==> src/rtl/iterative_divider24.sv <==
// Sequential M-bit signed/unsigned divider: radix-2 non-restoring, one op in flight,
// start/busy/done handshake. Optional `DIV_ZERO_BYPASS_EN finishes divide-by-zero in one cycle.
module iterative_divider24 #(
  parameter int unsigned M = 24
) (
  input  logic         clk,
  input  logic         resetN,
  input  logic         start,
  input  logic         signedFlag,
  input  logic [M-1:0] dividend,
  input  logic [M-1:0] divisor,
  output logic         busy,
  output logic         done,
  output logic [M-1:0] quotient,
  output logic [M-1:0] remainder,
  output logic         divByZero
);

  localparam int unsigned CW = $clog2(M);

  typedef enum logic [1:0] {IDLE, ITER, FIX} state_t;

  state_t         state;
  logic [CW-1:0]  cnt;
  logic [M:0]     pr;
  logic [M-1:0]   qreg;
  logic [M-1:0]   dvs;
  logic [M-1:0]   orig;
  logic           sd;
  logic           sv;
  logic           dz;

  logic           sd_in;
  logic           sv_in;
  logic [M-1:0]   dvd_in_mag;
  logic [M-1:0]   dvs_in_mag;
  logic [M:0]     shifted;
  logic [M:0]     stepped;
  logic [M-1:0]   rem_mag;
  logic [M-1:0]   q_res;
  logic [M-1:0]   r_res;

  // Operand magnitudes, one non-restoring step, and final sign correction.
  // The partial remainder stays within [-|d|, |d|), so M+1-bit modular arithmetic is exact.
  always_comb begin
    sd_in      = signedFlag & dividend[M-1];
    sv_in      = signedFlag & divisor[M-1];
    dvd_in_mag = sd_in ? -dividend : dividend;
    dvs_in_mag = sv_in ? -divisor : divisor;
    shifted    = {pr[M-1:0], qreg[M-1]};
    stepped    = pr[M] ? (shifted + {1'b0, dvs}) : (shifted - {1'b0, dvs});
    rem_mag    = pr[M] ? (pr[M-1:0] + dvs) : pr[M-1:0];
    q_res      = (sd ^ sv) ? -qreg : qreg;
    r_res      = sd ? -rem_mag : rem_mag;
    if (dz) begin
      q_res = '1;
      r_res = orig;
    end
  end

  // qreg shifts dividend bits out at the top while quotient bits enter at the bottom.
  always_ff @(posedge clk) begin
    if (!resetN) begin
      state     <= IDLE;
      busy      <= 1'b0;
      done      <= 1'b0;
      quotient  <= '0;
      remainder <= '0;
      divByZero <= 1'b0;
      cnt       <= '0;
      pr        <= '0;
      qreg      <= '0;
      dvs       <= '0;
      orig      <= '0;
      sd        <= 1'b0;
      sv        <= 1'b0;
      dz        <= 1'b0;
    end else begin
      done <= 1'b0;
      case (state)
        IDLE: begin
          if (start) begin
            sd   <= sd_in;
            sv   <= sv_in;
            qreg <= dvd_in_mag;
            dvs  <= dvs_in_mag;
            orig <= dividend;
            dz   <= (divisor == '0);
            cnt  <= '0;
            pr   <= '0;
            busy <= 1'b1;
`ifdef DIV_ZERO_BYPASS_EN
            state <= (divisor == '0) ? FIX : ITER;
`else
            state <= ITER;
`endif
          end
        end
        ITER: begin
          pr   <= stepped;
          qreg <= {qreg[M-2:0], ~stepped[M]};
          cnt  <= cnt + 1'b1;
          if (cnt == CW'(M - 1)) state <= FIX;
        end
        FIX: begin
          quotient  <= q_res;
          remainder <= r_res;
          divByZero <= dz;
          done      <= 1'b1;
          busy      <= 1'b0;
          state     <= IDLE;
        end
        default: state <= IDLE;
      endcase
    end
  end

endmodule
==> config.mk <==
export PLATFORM = sky130hd
export DESIGN_NAME = iterative_divider24
export DESIGN_NICKNAME = d
export VERILOG_FILES = /design/src/rtl/iterative_divider24.sv
export SDC_FILE = /design/constraint.sdc
export NUM_CORES = 1
export LEC_CHECK = 0
export ABC_AREA = 1
export CAP_MARGIN = 20
export CORE_ASPECT_RATIO = 0.6
export CORE_MARGIN = 1.5
export CORE_UTILIZATION = 55
export CTS_BUF_LIST = sky130_fd_sc_hd__clkbuf_8
export CTS_CLUSTER_SIZE = 8
export DETAILED_ROUTE_END_ITERATION = 6
export PLACE_DENSITY = 0.81
export SYNTH_ARGS = -nofsm -noshare
export SYNTH_HDL_FRONTEND = slang
export SYNTH_SLANG_ARGS = --single-unit
==> constraint.sdc <==
create_clock -name clk -period 4.2 [get_ports clk]
set_input_delay 0.63 -clock clk [delete_from_list [all_inputs] [get_ports clk]]
set_output_delay 0.63 -clock clk [all_outputs]
set_load 0.01 [all_outputs]
==> flow_metrics.env, run 1 <==
export IMPL_dr_pass1_iters=5
export IMPL_rsz0062_at_grt="no"
export IMPL_start_util_pct=55.8
export IMPL_grt_pass1_vias=11409
export IMPL_net_switching_power_mw=2.72
export IMPL_finalCriticalPeriod_ns=3.84
export IMPL_synth_avg_cell_area_um2=6.17
export IMPL_grt_usage_pct=35.0
export IMPL_cp_slowest_cell="dfxtp_1"
export IMPL_final_antenna_net_count=0
export IMPL_final_common_cell="nand2_1"
export IMPL_crit_cells=21
export IMPL_overflow=0
export IMPL_critPathMaxFanout=6
export IMPL_ff_latch_area_um2=3160
export IMPL_worst_pin_slew_ns=0.902
export IMPL_end_kind="flop"
export IMPL_fin_tns_setup_ns=0
export IMPL_cp_required_ns=4.62
export IMPL_drive_gt1_share_pct=4.51
export IMPL_synthArstFlopShare_pct=0
export IMPL_clock_sinks=158
export IMPL_nFillCells=2005
export IMPL_setup_viol=0
export IMPL_critPathKind="reg -> reg"
export IMPL_timing_final_crit_share_pct=91.3
export IMPL_numCtsBuffers=17
export IMPL_cpLargestDelayFamily="simple AND/OR/NAND/NOR gates"
export IMPL_clk_pin_slew_ns=0.10
export IMPL_cts_tree="built"
export IMPL_finalWorstSetupSlack_ns=0.363
export IMPL_clkPwrFrac_pct=21.3
export IMPL_antenna_found_initial=0
export IMPL_p_sw_share_pct=46.1
export IMPL_worstSetupStartpointType="flop"
export IMPL_ys_seq_area_share_pct=27.1
export IMPL_skew_ns=0.0127
export IMPL_rr_worst_depth=21
export IMPL_syn_area_um2=11700
export IMPL_r2r_slack_ns=0.36
export IMPL_multi_input_area_um2=7270
export IMPL_final_cell_mix="nand2_1 (484), inv_1 (257), nor2_1 (174)"
export IMPL_synth_nets=2000
export IMPL_fin_util_pct=63.8
export IMPL_cap_violations=0
export IMPL_report_final_slew_viol_count=0
export IMPL_max_freq_mhz=261
export IMPL_drc=0
export IMPL_crit_top_cell="nor2_1"
export IMPL_synth_distinct_cells=51
export IMPL_grt_max_degree=81
export IMPL_powerDensity_nw_per_um2=443
export IMPL_vias=13057
export IMPL_wl_per_cell_um=17.1
export IMPL_diodes=0
export IMPL_cts_htree_levels=4
export IMPL_arrival_ns=4.26
export IMPL_hold_violations=0
export IMPL_r2r_start="dvs[1]"
export IMPL_ctsResizeCount=0
export IMPL_finalWirelength_um=38500
export IMPL_clk_latency_ns=0.50
export IMPL_p_leak_nw=6.28
export IMPL_power_frac_comb_pct=47.9
export IMPL_min_path_type="reg -> reg"
export IMPL_worstReg2RegEnd="qreg[0]"
export IMPL_synthToLayoutAreaGrowth_pct=14.2
export IMPL_hold_path_end="orig[7]"
export IMPL_postSynthCellCount=1893
export IMPL_place_congestion=0.952
export IMPL_cts_max_path_buffers=2
export IMPL_rows=41
export IMPL_relSlewSlack_pct=39.8
export IMPL_cpPeakStageDelay_ns=0.37
export IMPL_p_int_mw=3.19
export IMPL_fp_dieW_um=191
export IMPL_outcome="finished, final reports clean"
export IMPL_root_buffer="clkbuf_8"
export IMPL_num_io_pins=103
export IMPL_dp_hpwl_um=30000
export IMPL_ir_drop_uv=259
export IMPL_core_um2=20900
export IMPL_die_height_um=116
export IMPL_path_buf_inv=1
export IMPL_dieArea_um2=22200
export IMPL_synth_edf_count=0
export IMPL_pwr_share_seq_pct=30.8
export IMPL_nNetsFinal=2068
export IMPL_cts_hold_buf=0
export IMPL_grt_pass1_wl_um=60200
export IMPL_synth_warnings=0
export IMPL_ys_flop_type="dfxtp_1"
export IMPL_worstHoldPathCells=2
export IMPL_post_cts_buffers=0
export IMPL_place_ws_ns=0.486
export IMPL_io_buffers=102
export IMPL_hold_start="orig[7]"
export IMPL_crit_chain="nor2_1 -> nand2_1 -> nor4_1 -> nand2_1 -> nor3_1 -> nand2_1 -> nor3_1 -> nor2_1 -> nor2_1 -> o21ai_1 -> xor2_1 -> ha_1 -> inv_1 -> o21bai_1 -> a21oi_1 -> nor2_1 -> a211oi_1 -> nand3_1 -> o21ai_0 -> o21ai_0 -> a21oi_1"
export IMPL_drt_initial_drc_count=1375
export IMPL_synth_seq_cells=158
export IMPL_viasPerCell=5.80
==> layer usage <==
metal	wire, µm	vias to the layer above	share of wire, %	track usage (%)
met3	4450	42	12	7.24
met5	0	-	0	0
met1	18800	5984	49	54.4
li1	-	6361	-	-
met2	14800	670	38	48.5
met4	418	0	1.1	7.50
==> cell families after synthesis <==
kind of cell | Yosys count | share of synthesized area [%]
simple gates | 881 | 31.7
compound gates | 397 | 19.4
buf+inv | 336 | 10.9
flops | 158 | 27.1
xor+xnor | 66 | 4.95
fa+ha+maj | 55 | 6.02
==> per-stage QoR <==
| stage | power [mW] | hold WS [ns] | area [µm²] | std cells |
|---|---|---|---|---|
| after floorplan | 3.85 | 0.425 | 11700 | 1893 |
| after global placement | 4.55 | 0.439 | 12900 | 2221 |
| after detailed placement | 4.59 | 0.445 | 12900 | 2221 |
| after CTS | 5.83 | 0.459 | 13300 | 2253 |
| after global routing | 6.34 | 0.482 | 13300 | 2253 |
| final | 5.91 | 0.460 | 13300 | 2253 |
==> cell usage after synthesis (all sizes together), types with 6 or more instances <==
master  number  area share [%]
a21oi      159             6.8
a31oi       21             1.1
buf         12            0.45
clkbuf      56             1.8
clkinv       6            0.19
dfxtp      158              27
ha          53             5.7
inv        262             8.4
nand2      485              16
nand3      126             5.5
nand3b       7            0.45
nand4       24             1.3
nor2       180             5.9
nor3        27             1.2
nor4         8            0.43
o211ai       9            0.58
o21ai      132             5.7
o221ai      31             2.3
o22ai       13            0.70
or2         22             1.2
xnor2       19             1.4
xor2        47             3.5
==> power groups by stage <==
| stage | clock network [mW] | registers [mW] | logic [mW] |
|---|---|---|---|
| 3_3_place_gp | 0 | 1.84 | 2.71 |
| 6_report | 1.26 | 1.82 | 2.83 |
| 4_1_cts | 1.27 | 1.80 | 2.76 |
| 3_5_place_dp | 0 | 1.84 | 2.75 |
| 2_1_floorplan | 0 | 1.75 | 2.09 |
| 5_1_grt | 1.33 | 1.83 | 3.18 |
==> worst max path at each step <==
stage               slack, ns  startpoint  endpoint
finish                   0.36      dvs[1]   qreg[0]
global route             0.04      dvs[1]   qreg[0]
CTS                      0.44      dvs[6]   qreg[0]
detailed placement       0.49      dvs[6]   qreg[0]
global placement         0.62      dvs[6]   qreg[0]
floorplan                0.82      pr[24]    pr[18]
==> flip-flops by register name, summed over array words and instances, names as in the netlist <==
register   count
pr            25
dvs           24
orig          24
qreg          24
quotient      24
remainder     24
cnt            5
state          2
busy           1
divByZero      1
done           1
dz             1
sd             1
sv             1
==> tightest hold or removal path, delay by kind of cell (launching register included) <==
family	cells	cell delay, ns
compound gates	1	0.05
flops	1	0.31
buf+inv	1	0.06
==> layout make-up <==
class	instances	area share [%]
clock buffer	17	1.75
tap	279	2.62
inverter	268	7.54
timing repair buffer	117	8.55
multi-input combinational	1399	54.5
sequential	158	23.7
clock inverter	15	1.37
(Power assumes the default switching activity.)
==> run 2, diff against run 1 <==
--- a/config.mk
+++ b/config.mk
@@ -14,6 +14,7 @@
 export CTS_CLUSTER_SIZE = 8
 export DETAILED_ROUTE_END_ITERATION = 6
 export PLACE_DENSITY = 0.81
+export SLEW_MARGIN = 20
 export SYNTH_ARGS = -nofsm -noshare
 export SYNTH_HDL_FRONTEND = slang
 export SYNTH_SLANG_ARGS = --single-unit
==> results of run 2 <==
No change in the layout: final DEF, timing and power equal those of run 1.
